## src/rtl/gpu_clk_pkg.sv

```systemverilog
// Shared clocking/reset types and default cycle counts
// for the clk_core (100 MHz) domain.
package gpu_clk_pkg;

   localparam int CORE_CLK_HZ = 100_000_000;

   localparam int DEF_SYNC_STAGES          = 2;
   localparam int DEF_LOCK_FILTER_CYCLES   = 1024;
   // 200 us SDRAM power-up wait
   localparam int DEF_SDRAM_PWRUP_CYCLES   = CORE_CLK_HZ / 5_000;
   // 1 ms budget for the controller init sequence
   localparam int DEF_INIT_TIMEOUT_CYCLES  = CORE_CLK_HZ / 1_000;
   localparam int DEF_DISPLAY_DELAY_CYCLES = 16;

   localparam logic [7:0] LOSS_CNT_MAX = 8'hFF;

   typedef enum logic [2:0] {
      WAIT_LOCK  = 3'd0,
      PWRUP_WAIT = 3'd1,
      SDRAM_INIT = 3'd2,
      CORE_REL   = 3'd3,
      RUN        = 3'd4
   } seq_state_t;

   function automatic int max_of4(int a, int b, int c, int d);
      int m;
      m = a;
      if (b > m) m = b;
      if (c > m) m = c;
      if (d > m) m = d;
      return m;
   endfunction

   // bits needed to hold 0 .. max_val-1
   function automatic int timer_width(int max_val);
      return (max_val <= 2) ? 1 : $clog2(max_val);
   endfunction

endpackage

```

## src/rtl/reset_sequencer_if.sv

```systemverilog
// Lock/init inputs and reset/diagnostic outputs of the
// reset sequencer, grouped for the clock/reset subsystem.
interface reset_sequencer_if;

   logic       pll_locked;
   logic       sdram_init_done;
   logic       rst_sdram_ctrl;
   logic       rst_core;
   logic       rst_display;
   logic       sys_ready;
   logic [7:0] lock_loss_count;
   logic       init_timeout_flag;
   logic [2:0] seq_state;

   modport master (
      input  pll_locked,
      input  sdram_init_done,
      output rst_sdram_ctrl,
      output rst_core,
      output rst_display,
      output sys_ready,
      output lock_loss_count,
      output init_timeout_flag,
      output seq_state
   );

   modport slave (
      output pll_locked,
      output sdram_init_done,
      input  rst_sdram_ctrl,
      input  rst_core,
      input  rst_display,
      input  sys_ready,
      input  lock_loss_count,
      input  init_timeout_flag,
      input  seq_state
   );

endinterface

```

## src/rtl/sync_ff.sv

```systemverilog
// N-flop single-bit synchronizer for asynchronous level
// inputs; cleared by the synchronous reset.
module sync_ff #(
   parameter int N = 2
) (
   input  logic clk,
   input  logic rst,
   input  logic d,
   output logic q
);

   logic [N-1:0] chain;

   // shift the async level through the flop chain
   always_ff @(posedge clk) begin
      if (rst) chain <= '0;
      else     chain <= {chain[N-2:0], d};
   end

   assign q = chain[N-1];

endmodule

```

## src/rtl/reset_sequencer.sv

```systemverilog
// Power-up / lock-loss reset sequencer: SDRAM ctrl, then
// GPU core, then display path, with lock-loss diagnostics.
module reset_sequencer
   import gpu_clk_pkg::*;
#(
   parameter int SYNC_STAGES          = DEF_SYNC_STAGES,
   parameter int LOCK_FILTER_CYCLES   = DEF_LOCK_FILTER_CYCLES,
   parameter int SDRAM_PWRUP_CYCLES   = DEF_SDRAM_PWRUP_CYCLES,
   parameter int INIT_TIMEOUT_CYCLES  = DEF_INIT_TIMEOUT_CYCLES,
   parameter int DISPLAY_DELAY_CYCLES = DEF_DISPLAY_DELAY_CYCLES
) (
   input logic               clk_core,
   input logic               rst,
   reset_sequencer_if.master seq
);

   localparam int TMAX = max_of4(LOCK_FILTER_CYCLES,
                                 SDRAM_PWRUP_CYCLES,
                                 INIT_TIMEOUT_CYCLES,
                                 DISPLAY_DELAY_CYCLES);
   localparam int TW = timer_width(TMAX);

   localparam logic [TW-1:0] LOCK_LAST  = TW'(LOCK_FILTER_CYCLES - 1);
   localparam logic [TW-1:0] PWRUP_LAST = TW'(SDRAM_PWRUP_CYCLES - 1);
   localparam logic [TW-1:0] INIT_LAST  = TW'(INIT_TIMEOUT_CYCLES - 1);
   localparam logic [TW-1:0] DISP_LAST  = TW'(DISPLAY_DELAY_CYCLES - 1);

   logic          lock_s;
   seq_state_t    state;
   seq_state_t    state_nxt;
   logic [TW-1:0] timer;
   logic [TW-1:0] timer_nxt;
   logic [7:0]    loss_nxt;
   logic          flag_nxt;

   sync_ff #(.N(SYNC_STAGES)) u_lock_sync (
      .clk (clk_core),
      .rst (rst),
      .d   (seq.pll_locked),
      .q   (lock_s)
   );

   // next state, shared timer and diagnostics; lock loss
   // outranks done/timeout, which outrank timer expiry
   always_comb begin
      state_nxt = state;
      timer_nxt = timer + TW'(1);
      loss_nxt  = seq.lock_loss_count;
      flag_nxt  = seq.init_timeout_flag;
      if (state != WAIT_LOCK && !lock_s) begin
         state_nxt = WAIT_LOCK;
         timer_nxt = '0;
         if (seq.lock_loss_count != LOSS_CNT_MAX)
            loss_nxt = seq.lock_loss_count + 8'd1;
      end else begin
         unique case (state)
            WAIT_LOCK: begin
               if (!lock_s) begin
                  timer_nxt = '0;
               end else if (timer == LOCK_LAST) begin
                  state_nxt = PWRUP_WAIT;
                  timer_nxt = '0;
               end
            end
            PWRUP_WAIT: begin
               if (timer == PWRUP_LAST) begin
                  state_nxt = SDRAM_INIT;
                  timer_nxt = '0;
               end
            end
            SDRAM_INIT: begin
               if (seq.sdram_init_done) begin
                  state_nxt = CORE_REL;
                  timer_nxt = '0;
               end else if (timer == INIT_LAST) begin
                  state_nxt = PWRUP_WAIT;
                  timer_nxt = '0;
                  flag_nxt  = 1'b1;
               end
            end
            CORE_REL: begin
               if (timer == DISP_LAST) begin
                  state_nxt = RUN;
                  timer_nxt = '0;
               end
            end
            RUN: begin
               timer_nxt = '0;
            end
            default: begin
               state_nxt = WAIT_LOCK;
               timer_nxt = '0;
            end
         endcase
      end
   end

   // state, timer and all outputs registered from next state
   always_ff @(posedge clk_core) begin
      if (rst) begin
         state                 <= WAIT_LOCK;
         timer                 <= '0;
         seq.rst_sdram_ctrl    <= 1'b1;
         seq.rst_core          <= 1'b1;
         seq.rst_display       <= 1'b1;
         seq.sys_ready         <= 1'b0;
         seq.lock_loss_count   <= '0;
         seq.init_timeout_flag <= 1'b0;
         seq.seq_state         <= WAIT_LOCK;
      end else begin
         state                 <= state_nxt;
         timer                 <= timer_nxt;
         seq.rst_sdram_ctrl    <= (state_nxt == WAIT_LOCK) ||
                                  (state_nxt == PWRUP_WAIT);
         seq.rst_core          <= (state_nxt != CORE_REL) &&
                                  (state_nxt != RUN);
         seq.rst_display       <= (state_nxt != RUN);
         seq.sys_ready         <= (state_nxt == RUN);
         seq.lock_loss_count   <= loss_nxt;
         seq.init_timeout_flag <= flag_nxt;
         seq.seq_state         <= state_nxt;
      end
   end

   // downstream blocks must never leave reset before upstream
   a_core_after_sdram : assert property (
      @(posedge clk_core) disable iff (rst)
      !seq.rst_core |-> !seq.rst_sdram_ctrl);

   a_disp_after_core : assert property (
      @(posedge clk_core) disable iff (rst)
      !seq.rst_display |-> !seq.rst_core);

endmodule

```

## src/flat_wrapper.sv

```systemverilog
// flat-port wrapper written by rule: the top's interface ports become plain ports
module reset_sequencer_flat import gpu_clk_pkg::*;
#(
   parameter int SYNC_STAGES          = DEF_SYNC_STAGES,
   parameter int LOCK_FILTER_CYCLES   = DEF_LOCK_FILTER_CYCLES,
   parameter int SDRAM_PWRUP_CYCLES   = DEF_SDRAM_PWRUP_CYCLES,
   parameter int INIT_TIMEOUT_CYCLES  = DEF_INIT_TIMEOUT_CYCLES,
   parameter int DISPLAY_DELAY_CYCLES = DEF_DISPLAY_DELAY_CYCLES
)
  (clk_core, rst, seq_pll_locked, seq_sdram_init_done, seq_rst_sdram_ctrl, seq_rst_core, seq_rst_display, seq_sys_ready, seq_lock_loss_count, seq_init_timeout_flag, seq_seq_state);
  reset_sequencer_if seq_i ();
  input logic clk_core;
  input logic rst;
  input wire logic [$bits(seq_i.pll_locked)-1:0] seq_pll_locked;
  input wire logic [$bits(seq_i.sdram_init_done)-1:0] seq_sdram_init_done;
  output wire logic [$bits(seq_i.rst_sdram_ctrl)-1:0] seq_rst_sdram_ctrl;
  output wire logic [$bits(seq_i.rst_core)-1:0] seq_rst_core;
  output wire logic [$bits(seq_i.rst_display)-1:0] seq_rst_display;
  output wire logic [$bits(seq_i.sys_ready)-1:0] seq_sys_ready;
  output wire logic [$bits(seq_i.lock_loss_count)-1:0] seq_lock_loss_count;
  output wire logic [$bits(seq_i.init_timeout_flag)-1:0] seq_init_timeout_flag;
  output wire logic [$bits(seq_i.seq_state)-1:0] seq_seq_state;
  assign seq_i.pll_locked = seq_pll_locked;
  assign seq_i.sdram_init_done = seq_sdram_init_done;
  assign seq_rst_sdram_ctrl = seq_i.rst_sdram_ctrl;
  assign seq_rst_core = seq_i.rst_core;
  assign seq_rst_display = seq_i.rst_display;
  assign seq_sys_ready = seq_i.sys_ready;
  assign seq_lock_loss_count = seq_i.lock_loss_count;
  assign seq_init_timeout_flag = seq_i.init_timeout_flag;
  assign seq_seq_state = seq_i.seq_state;
  reset_sequencer #(.SYNC_STAGES(SYNC_STAGES), .LOCK_FILTER_CYCLES(LOCK_FILTER_CYCLES), .SDRAM_PWRUP_CYCLES(SDRAM_PWRUP_CYCLES), .INIT_TIMEOUT_CYCLES(INIT_TIMEOUT_CYCLES), .DISPLAY_DELAY_CYCLES(DISPLAY_DELAY_CYCLES)) u_core (.clk_core(clk_core), .rst(rst), .seq(seq_i));
endmodule
```

## config.mk

```make
export PLATFORM = sky130hd
export DESIGN_NAME = reset_sequencer_flat
export DESIGN_NICKNAME = d
export VERILOG_FILES = /design/src/rtl/gpu_clk_pkg.sv /design/src/rtl/reset_sequencer_if.sv /design/src/rtl/sync_ff.sv /design/src/rtl/reset_sequencer.sv /design/src/flat_wrapper.sv
export SDC_FILE = /design/constraint.sdc
export NUM_CORES = 1
export LEC_CHECK = 0
export CAP_MARGIN = 20
export CORE_ASPECT_RATIO = 0.6
export CORE_UTILIZATION = 30
export CTS_CLUSTER_DIAMETER = 50
export DETAILED_ROUTE_END_ITERATION = 6
export PLACE_DENSITY = 0.57
export SYNTH_ARGS = -nofsm -noshare
export SYNTH_HDL_FRONTEND = slang
export SYNTH_HIERARCHICAL = 1
export SYNTH_SLANG_ARGS = --single-unit
```

## constraint.sdc

```tcl
create_clock -name clk_core -period 4.8 [get_ports clk_core]
set_input_delay 0.96 -clock clk_core [delete_from_list [all_inputs] [get_ports clk_core]]
set_output_delay 0.96 -clock clk_core [all_outputs]
set_load 0.03 [all_outputs]
```

==> results.cfg <==
[run_status]
status = completed

[routing]
wire_per_inst_um = 12.42
drc = 0
vias = 1252
firstDrtPassIters = 4
wirelength_um = 3267
first_iter_violations = 36
viasPerCell = 4.760
postRouteAntennaNets = 0

[synthesis]
synth_simple_gate_area_share_pct = 30.16
synth_compound_area_share_pct = 7.872
post-synth-top-area-fraction_pct = 43.65
yosysSeqAreaShare_pct = 43.65
postSynthAreaPerCell_um2 = 9.173
synthAdderAreaFrac_pct = 2.182
yosys_warnings = 6
synth_top_family_by_area = simple AND/OR/NAND/NOR gates
synth-edff-count = 0
muxShareOfSynthArea_pct = 0.6235
synth.area.top_cells = dfxtp_1 (44%), nor2_1 (7.7%), xor2_1 (7.6%)
synth_cell_type_count = 42
synth_xor_area_share_pct = 12.00
synth_top_area_cell = dfxtp_1
netlist_area_um2 = 1605
ys_ff_latch = 35
synthCells = 175
async_flop_share_pct = 0
syn-num-nets = 181
synthFlopType = dfxtp_1

[sta]
max-slew-margin-rel_pct = 46.98
fin_setup_tns_ps = 0
fin_skew_ps = 4.703
grt_setup_unrepaired = no
drv_slew = 0
min_period_over_period_pct = 53.47
max_freq_mhz = 389.6
setup_viol = 0
finalHoldViolCount = 0
fin_crit_ps = 2567
whs_ps = 443.0
worst_slew_pin_slew_ps = 789.2

[clock_network]
clockBufferDepth = 2
cts_setup_buffers = 0
cts.reportedPaths.clkPinSlew_ps = 70
cts_max_level = 2
cts_resized = 0
cts_hold_buf = 0
cts_tree = built
clkLatencyLatePin_ps = 290
cts.sinks = 35
root_buffer = clkbuf_8
numCtsBuffers = 5

[power]
p_int_mw = 0.4263
clockPowerShare_pct = 43.6
p_seq_share_pct = 54.7
power_leakage_nw = 0.6733
switchingPower_mw = 0.1080
switching_share_pct = 20.22
vdd_drop_max_mv = 0.1068
p_total_mw = 0.5343
power_density_nw_per_um2 = 275.9
combPwrFrac_pct = 1.7

[finish]
nFillCells = 538
regArea_um2 = 700.7
mostFrequentLayoutCells = dfxtp_1 (35), nor2_1 (33), clkdlybuf4s50_1 (19)
antenna_cells = 0
final_common_cell = dfxtp_1
fin_cells = 263
drive_gt1_share_pct = 7.614
fin_nets = 202
multi_input_comb_area_um2 = 848.3
synthToLayoutAreaGrowth_pct = 20.65

[global_route]
grt_pass1_vias = 1080
track_usage_pct = 13.18
grt_max_degree = 19
antenna_found_initial = 0
grt_overflow = 0
grt_pass1_wl_um = 5416

[placement]
place_congestion = 0.8315
place_inst = 255
place_hpwl_um = 2398
portBuffers = 19

[floorplanning]
io_pins = 20
rows = 20
die_y_um = 58.66
dieArea_um2 = 5657
core_area_um2 = 5105
start_util_pct = 31.45
die_w_um = 96.44

[worst_setup_path]
startpoint_type = input port
cp_max_fo = 18
worst_ep_arrival_time_ps = 2790
path_class = input port to register
cp-end-kind = register
worstPathRequired_ps = 5020

[min_path]
hold_class = register to register

[run]
cap_violations = 0
==> per-stage QoR <==
stage                     utilization (%)  setup WS, ps  cell area [um^2]
after floorplan                         -          2899              1605
after global placement              35.98          1948              1837
after detailed placement            35.98          1903              1837
after CTS                           37.94          2218              1937
after global routing                37.94          2080              1937
final                               37.94          2233              1937
==> synth_stat cells, types with 2 or more instances <==
cell / count
a211o_1: 2
and2_1: 2
and3_1: 10
buf_6: 3
clkbuf_1: 2
dfxtp_1: 35
ha_1: 2
inv_1: 4
nand2_1: 10
nand3_1: 5
nand4_1: 9
nor2_1: 33
nor2b_1: 2
nor3_1: 6
nor4_1: 2
or2_2: 2
xnor2_1: 8
xor2_1: 14
==> registers in the layout, indices dropped and copies added (netlist names) <==
name,flops
u_core/seq.rst_core,1
u_core/seq.rst_display,1
u_core/timer,17
u_core/state,3
u_core/seq.init_timeout_flag,1
u_core/u_lock_sync/chain,2
u_core/seq.sys_ready,1
u_core/seq.rst_sdram_ctrl,1
u_core/seq.lock_loss_count,8
==> critical path, cell delays in order <==
cell             delay (ps)
clkdlybuf4s50_1         720
or3_1                   480
a41o_1                  430
nor2_1                  190
==> power groups by stage <==
| stage | clock network, mW | registers, mW | logic, mW |
|---|---|---|---|
| 6_report | 0.233 | 0.292 | 0.00913 |
| 5_1_grt | 0.255 | 0.292 | 0.0102 |
| 4_1_cts | 0.241 | 0.292 | 0.00921 |
| 3_5_place_dp | 0 | 0.299 | 0.00926 |
| 3_3_place_gp | 0 | 0.299 | 0.00909 |
| 2_1_floorplan | 0 | 0.299 | 0.00569 |
==> kinds of logic (layout without fill, tap and decap cells) <==
kind of cell | after synthesis | in the layout
buffers and inverters | 9 | 31
adders and majority gates | 3 | 3
xor gates and xnor gates | 22 | 22
AOI/OAI and AO/OA | 14 | 14
DFF | 35 | 35
muxes | 1 | 1
and+or+nand+nor | 91 | 91
==> final timing paths <==
kind	slack, ps	end	start	cells after the start
hold reg to reg	440	u_core/u_lock_sync/chain[1]	u_core/u_lock_sync/chain[0]	1
setup reg to reg	2450	u_core/timer[16]	u_core/timer[0]	6
setup / recovery	2230	u_core/timer[16]	rst	4
hold / removal	440	u_core/u_lock_sync/chain[1]	u_core/u_lock_sync/chain[0]	1
==> layer usage <==
metal,routed length [um],track usage [%],part of all wire [%],vias up
li1,-,-,-,654
met1,1968,21.83,60,572
met2,1095,13.88,34,21
met3,158,4.651,4.8,5
met4,44,5.672,1.3,0
met5,0,0,0,-
==> final cells by class <==
cell class	instances	area share, %
multi-input cells	131	43.80
flip-flops and latches	35	36.18
repair buffers	19	9.819
clock buffers	8	5.168
well taps	66	4.264
inverters	4	0.7752
Note: power is estimated with default switching activity, not from simulation.
